[src/rtl/dds_pkg.sv]
// Shared DDS definitions: sweep FSM encoding and default datapath widths.
package dds_pkg;

  localparam int unsigned DDS_M    = 16;
  localparam int unsigned DDS_DW_W = 16;

  typedef enum logic [1:0] {
    IDLE = 2'd0,
    LOAD = 2'd1,
    RUN  = 2'd2,
    DONE = 2'd3
  } sweep_state_t;

endpackage

[src/rtl/dds_dwell_cnt.sv]
// Loadable down-counter for the per-frequency dwell; load wins over enable.
module dds_dwell_cnt #(
  parameter int unsigned DW_W = 16
) (
  input  logic            clk_i,
  input  logic            rst_ni,
  input  logic            load_i,
  input  logic [DW_W-1:0] load_val_i,
  input  logic            en_i,
  output logic            zero_o
);

  logic [DW_W-1:0] cnt_q;

  always_ff @(posedge clk_i or negedge rst_ni) begin
    if (!rst_ni) begin
      cnt_q <= '0;
    end else if (load_i) begin
      cnt_q <= load_val_i;
    end else if (en_i && (cnt_q != '0)) begin
      cnt_q <= cnt_q - DW_W'(1);
    end
  end

  assign zero_o = (cnt_q == '0);

endmodule

[src/rtl/dds_sweep_ctrl.sv]
// Stepped-frequency sweep sequencer driving the DDS core's phase step and control inputs.
module dds_sweep_ctrl import dds_pkg::*; #(
  parameter int unsigned M    = DDS_M,
  parameter int unsigned DW_W = DDS_DW_W
) (
  input  logic            clk,
  input  logic            rst_n,
  input  logic            ic_start,
  input  logic            ic_abort,
  input  logic            ic_hold,
  input  logic            ic_mode,
  input  logic [M-1:0]    id_p_start,
  input  logic [M-1:0]    id_p_stop,
  input  logic [M-1:0]    id_p_step,
  input  logic [DW_W-1:0] id_dwell,
  output logic [M-1:0]    od_p_ac,
  output logic            oc_rst_ac,
  output logic            oc_en_ac,
  output logic            oc_val_data,
  output logic            oc_busy,
  output logic            oc_done
);

  sweep_state_t    state_q;
  logic [M-1:0]    p_start_q, p_stop_q, p_step_q, p_q;
  logic [DW_W-1:0] reload_q;
  logic            mode_q;
  logic            rst_ac_q, en_ac_q, val_q, busy_q, done_q;

  logic [DW_W-1:0] dwell_m1;
  logic [M:0]      p_next;
  logic            step_ok, dwell_end, cnt_en, cnt_load, cnt_zero;

  // A sample is consumed on every cycle val_q was high; dwell accounting follows that.
  always_comb begin
    dwell_m1  = (id_dwell == '0) ? '0 : id_dwell - DW_W'(1);
    p_next    = {1'b0, p_q} + {1'b0, p_step_q};
    step_ok   = (p_step_q != '0) && (p_next <= {1'b0, p_stop_q});
    dwell_end = (state_q == RUN) && !ic_abort && val_q && cnt_zero;
    cnt_en    = (state_q == RUN) && !ic_abort && val_q && !cnt_zero;
    cnt_load  = (state_q == LOAD) || (dwell_end && (step_ok || mode_q));
  end

  dds_dwell_cnt #(
    .DW_W (DW_W)
  ) u_dwell_cnt (
    .clk_i      (clk),
    .rst_ni     (rst_n),
    .load_i     (cnt_load),
    .load_val_i (reload_q),
    .en_i       (cnt_en),
    .zero_o     (cnt_zero)
  );

  always_ff @(posedge clk or negedge rst_n) begin
    if (!rst_n) begin
      state_q   <= IDLE;
      p_start_q <= '0;
      p_stop_q  <= '0;
      p_step_q  <= '0;
      reload_q  <= '0;
      mode_q    <= 1'b0;
      p_q       <= '0;
      rst_ac_q  <= 1'b1;
      en_ac_q   <= 1'b0;
      val_q     <= 1'b0;
      busy_q    <= 1'b0;
      done_q    <= 1'b0;
    end else begin
      unique case (state_q)
        IDLE: begin
          rst_ac_q <= 1'b1;
          en_ac_q  <= 1'b0;
          val_q    <= 1'b0;
          busy_q   <= 1'b0;
          done_q   <= 1'b0;
          if (ic_start) begin
            p_start_q <= id_p_start;
            p_stop_q  <= id_p_stop;
            p_step_q  <= id_p_step;
            reload_q  <= dwell_m1;
            mode_q    <= ic_mode;
            state_q   <= LOAD;
          end
        end
        LOAD, RUN: begin
          if (ic_abort || (dwell_end && !step_ok && !mode_q)) begin
            state_q  <= DONE;
            rst_ac_q <= 1'b1;
            en_ac_q  <= 1'b0;
            val_q    <= 1'b0;
            busy_q   <= 1'b0;
            done_q   <= 1'b1;
          end else if (state_q == LOAD) begin
            state_q  <= RUN;
            p_q      <= p_start_q;
            rst_ac_q <= 1'b1;
            en_ac_q  <= 1'b0;
            val_q    <= 1'b0;
            busy_q   <= 1'b1;
          end else begin
            rst_ac_q <= 1'b0;
            busy_q   <= 1'b1;
            en_ac_q  <= !ic_hold;
            val_q    <= !ic_hold;
            // Continuous wrap back to p_start leaves the accumulator running.
            if (dwell_end) begin
              p_q <= step_ok ? p_next[M-1:0] : p_start_q;
            end
          end
        end
        DONE: begin
          state_q  <= IDLE;
          rst_ac_q <= 1'b1;
          en_ac_q  <= 1'b0;
          val_q    <= 1'b0;
          busy_q   <= 1'b0;
          done_q   <= 1'b0;
        end
        default: state_q <= IDLE;
      endcase
    end
  end

  assign od_p_ac     = p_q;
  assign oc_rst_ac   = rst_ac_q;
  assign oc_en_ac    = en_ac_q;
  assign oc_val_data = val_q;
  assign oc_busy     = busy_q;
  assign oc_done     = done_q;

endmodule

[config.mk]
export PLATFORM = sky130hd
export DESIGN_NAME = dds_sweep_ctrl
export DESIGN_NICKNAME = d
export VERILOG_FILES = /design/src/rtl/dds_pkg.sv /design/src/rtl/dds_dwell_cnt.sv /design/src/rtl/dds_sweep_ctrl.sv
export SDC_FILE = /design/constraint.sdc
export NUM_CORES = 1
export LEC_CHECK = 0
export CORE_UTILIZATION = 55
export CTS_CLUSTER_DIAMETER = 150
export DETAILED_ROUTE_END_ITERATION = 8
export PLACE_DENSITY = 0.87
export SKIP_CTS_REPAIR_TIMING = 1
export SLEW_MARGIN = 20
export SYNTH_ARGS = -nofsm -noshare
export SYNTH_HDL_FRONTEND = slang
export SYNTH_HIERARCHICAL = 1
export SYNTH_SLANG_ARGS = --single-unit
[constraint.sdc]
create_clock -name clk -period 4.77 [get_ports clk]
set_clock_uncertainty 0.15 [all_clocks]
set_input_delay 1.431 -clock clk [delete_from_list [all_inputs] [get_ports clk]]
set_output_delay 1.431 -clock clk [all_outputs]
set_load 0.1 [all_outputs]
==> metrics.cfg <==
[run_status]
status = finished, final reports clean

[placed_design]
dp_cells = 817
pre_cts_ws_ns = 0.1074
placed_area_um2 = 7226
finalWeightedCongestion = 0.8921
io_buffers = 90
place_hpwl_um = 11220

[sta]
period_needed_ns = 4.605
period_share = 0.9654
max_clock_freq_mhz = 217.2
drv_slew = 0
worst_pin_slew_ns = 1.021
setup_ws_ns = 0.1652
report.final.setup_viol = 0
slew_headroom = 0.3174
hold_viol = 0

[critical_path]
critPathArrivalTime_ns = 4.73
reg2reg_from = p_step_q[2]
critPathMaxStageDelay_ns = 0.44
crit_chain = ha_4, o211ai_1, o211ai_1, nand3_1, and3_1, or3b_1, ha_1, a21o_1, a211o_1, a221oi_2, a21oi_2, nor4_4, buf_6, mux2_2, mux2_2
cpMaxStageDelayCell = dfrtp_1
crit_end = od_p_ac[3]
critical_path_peak_fanout = 8
cp-startpoint = p_step_q[2]
critPathTopFamily = compound AO/OA/AOI/OAI gates
reg2reg_depth = 15
path_depth = 15
crit_path_start_kind = flip-flop
critPathKind = reg -> reg
cp-end-kind = flip-flop
cp.required_ns = 4.90
r2r_setup_slack_ns = 0.17
crit_buf_inv = 1
timing.rr.end = od_p_ac[3]

[synth]
yosys_warnings = 6
synth_ff_type = dfrtp_1
yosysSeqAreaShare = 0.4191
synth.net_count = 703
synth_cells = 594
synth_common_cells = dfrtp_1, nand2_1, mux2_2
synth_top_area_cell = dfrtp_1
synth.cell_area_um2 = 6153
yosysTopAreaCellShare = 0.4148
synth_top_family_by_area = simple AND/OR/NAND/NOR gates
synth-seq-cells = 103
yosys.area_share.simple = 0.1649
async_flop_share = 1.000
synthAdderAreaFrac = 0.08052
synth_compound_area_frac = 0.1358
syn_area_per_cell_um2 = 10.36
yosysMostFrequentCell = dfrtp_1
synth_edf_count = 0
synth.distinct_cells = 73
synth.mux.area_fraction = 0.1336
synth-xor-area-share = 0.03131
synthTopCellsByArea = dfrtp_1, mux2_2, ha_1

[run]
cap_violations = 0

[floorplan]
pin_count = 91
fp.coreArea_um2 = 10890
die_y_um = 107.8
die_area_um2 = 11620
rows = 38
die_w_um = 107.8
start_util = 0.5652

[cts]
tritoncts = done
path_clk_slew_ns = 0.10
root_buffer = clkbuf_8
insertion_delay_ns = 0.39
clock_sinks = 103
h-tree-depth = 3
cts_buffers = 9
clk_path_buf_depth = 2

[global_route]
grt_pass1_wl_um = 24110
grt_overflow = 0
grt_max_degree = 80
grt_pass1_vias = 4911
antenna_found_initial = 0
grt.total_usage = 0.2719

[finish]
syn2layout_area_growth_pct = 21.49
stdcell_count = 835
fin_area_um2 = 7476
nets = 799
drive_above_1_share = 0.1655
n_antenna_cell = 0

[detailed_routing]
drtIter0Drc = 267
drc = 0
wire_per_inst_um = 17.94
drt-pass1-iter-count = 5
via_per_inst = 5.861
finalWirelength_um = 14980
vias = 4894
antenna_left = 0

[hold_path]
min_path_type = reg -> reg

[worst min-delay path: stages (launching register included)]
cell,delay (ns)
dfrtp_1,0.35
nand2_1,0.05
o21ai_0,0.06
[kinds of logic after synthesis]
family / Yosys count
flops: 103
xor+xnor: 22
buf+inv: 50
compound gates: 125
simple gates: 185
fa+ha+maj: 39
mux: 70
[worst min path at each step]
stage / start / end / slack [ns] / cells past startpoint
2_1_floorplan: reload_q[3] / reload_q[3] / 0.30 / 1
3_3_place_gp: reload_q[13] / reload_q[13] / 0.32 / 2
3_5_place_dp: reload_q[6] / reload_q[6] / 0.32 / 2
4_1_cts: reload_q[6] / reload_q[6] / 0.34 / 2
5_1_grt: reload_q[3] / reload_q[3] / 0.37 / 1
6_report: reload_q[6] / reload_q[6] / 0.34 / 2
[through the flow]
stage            util  hold slack (ns)  TNS, ns
2_1_floorplan       -           0.2997        0
3_3_place_gp   0.6636           0.3213        0
3_5_place_dp   0.6636           0.3241        0
4_1_cts        0.6802           0.3441        0
5_1_grt        0.6866           0.3663  -0.5901
6_report       0.6866           0.3383        0
[registers in the layout (all words and copies together) (netlist names), 2 cells and up]
| name | cells |
|---|---|
| p_step_q | 16 |
| reload_q | 16 |
| p_start_q | 16 |
| od_p_ac | 16 |
| u_dwell_cnt/cnt_q | 16 |
| state_q | 2 |
| p_stop_q | 16 |
[layout by cell type, fill, tap and decap left out, drive strengths merged, types with 4 or more instances in the layout]
cell           instances
a21o                   6
a21oi                 22
a31oi                  8
and2                   4
and3                   7
buf                   13
clkbuf                16
clkdlybuf4s50         89
dfrtp                102
ha                    38
inv                   33
mux2                  67
nand2                 57
nand2b                 4
nand3                 10
nand4                  5
nand4b                 4
nor2                  28
nor2b                  6
nor3                  19
nor4                  11
o21a                   4
o21ai                 47
o21bai                 4
o31ai                  5
o41ai                  4
or3                    4
or4                    9
xnor2                 17
xor2                   5
[metal layers]
layer  GRT usage  vias up  wire length (µm)
met3     0.05690       24               710
met5           0        -                 0
met1      0.3525     2384              6609
met4      0.1008        0               296
li1            -     2349                 -
met2      0.4469      137              7365
[area by class of cell]
type | count | area (µm²)
Tap cell | 140 | 175.2
Fill cell | 843 | 3412
Inverter | 33 | 123.9
Sequential cell | 103 | 2591
Clock buffer | 16 | 180.2
Multi-Input combinational cell | 441 | 3406
Timing Repair Buffer | 102 | 999.7
Power is not shown: default switching activity piles up to over one toggle a cycle in this logic, so the estimate is an artifact.
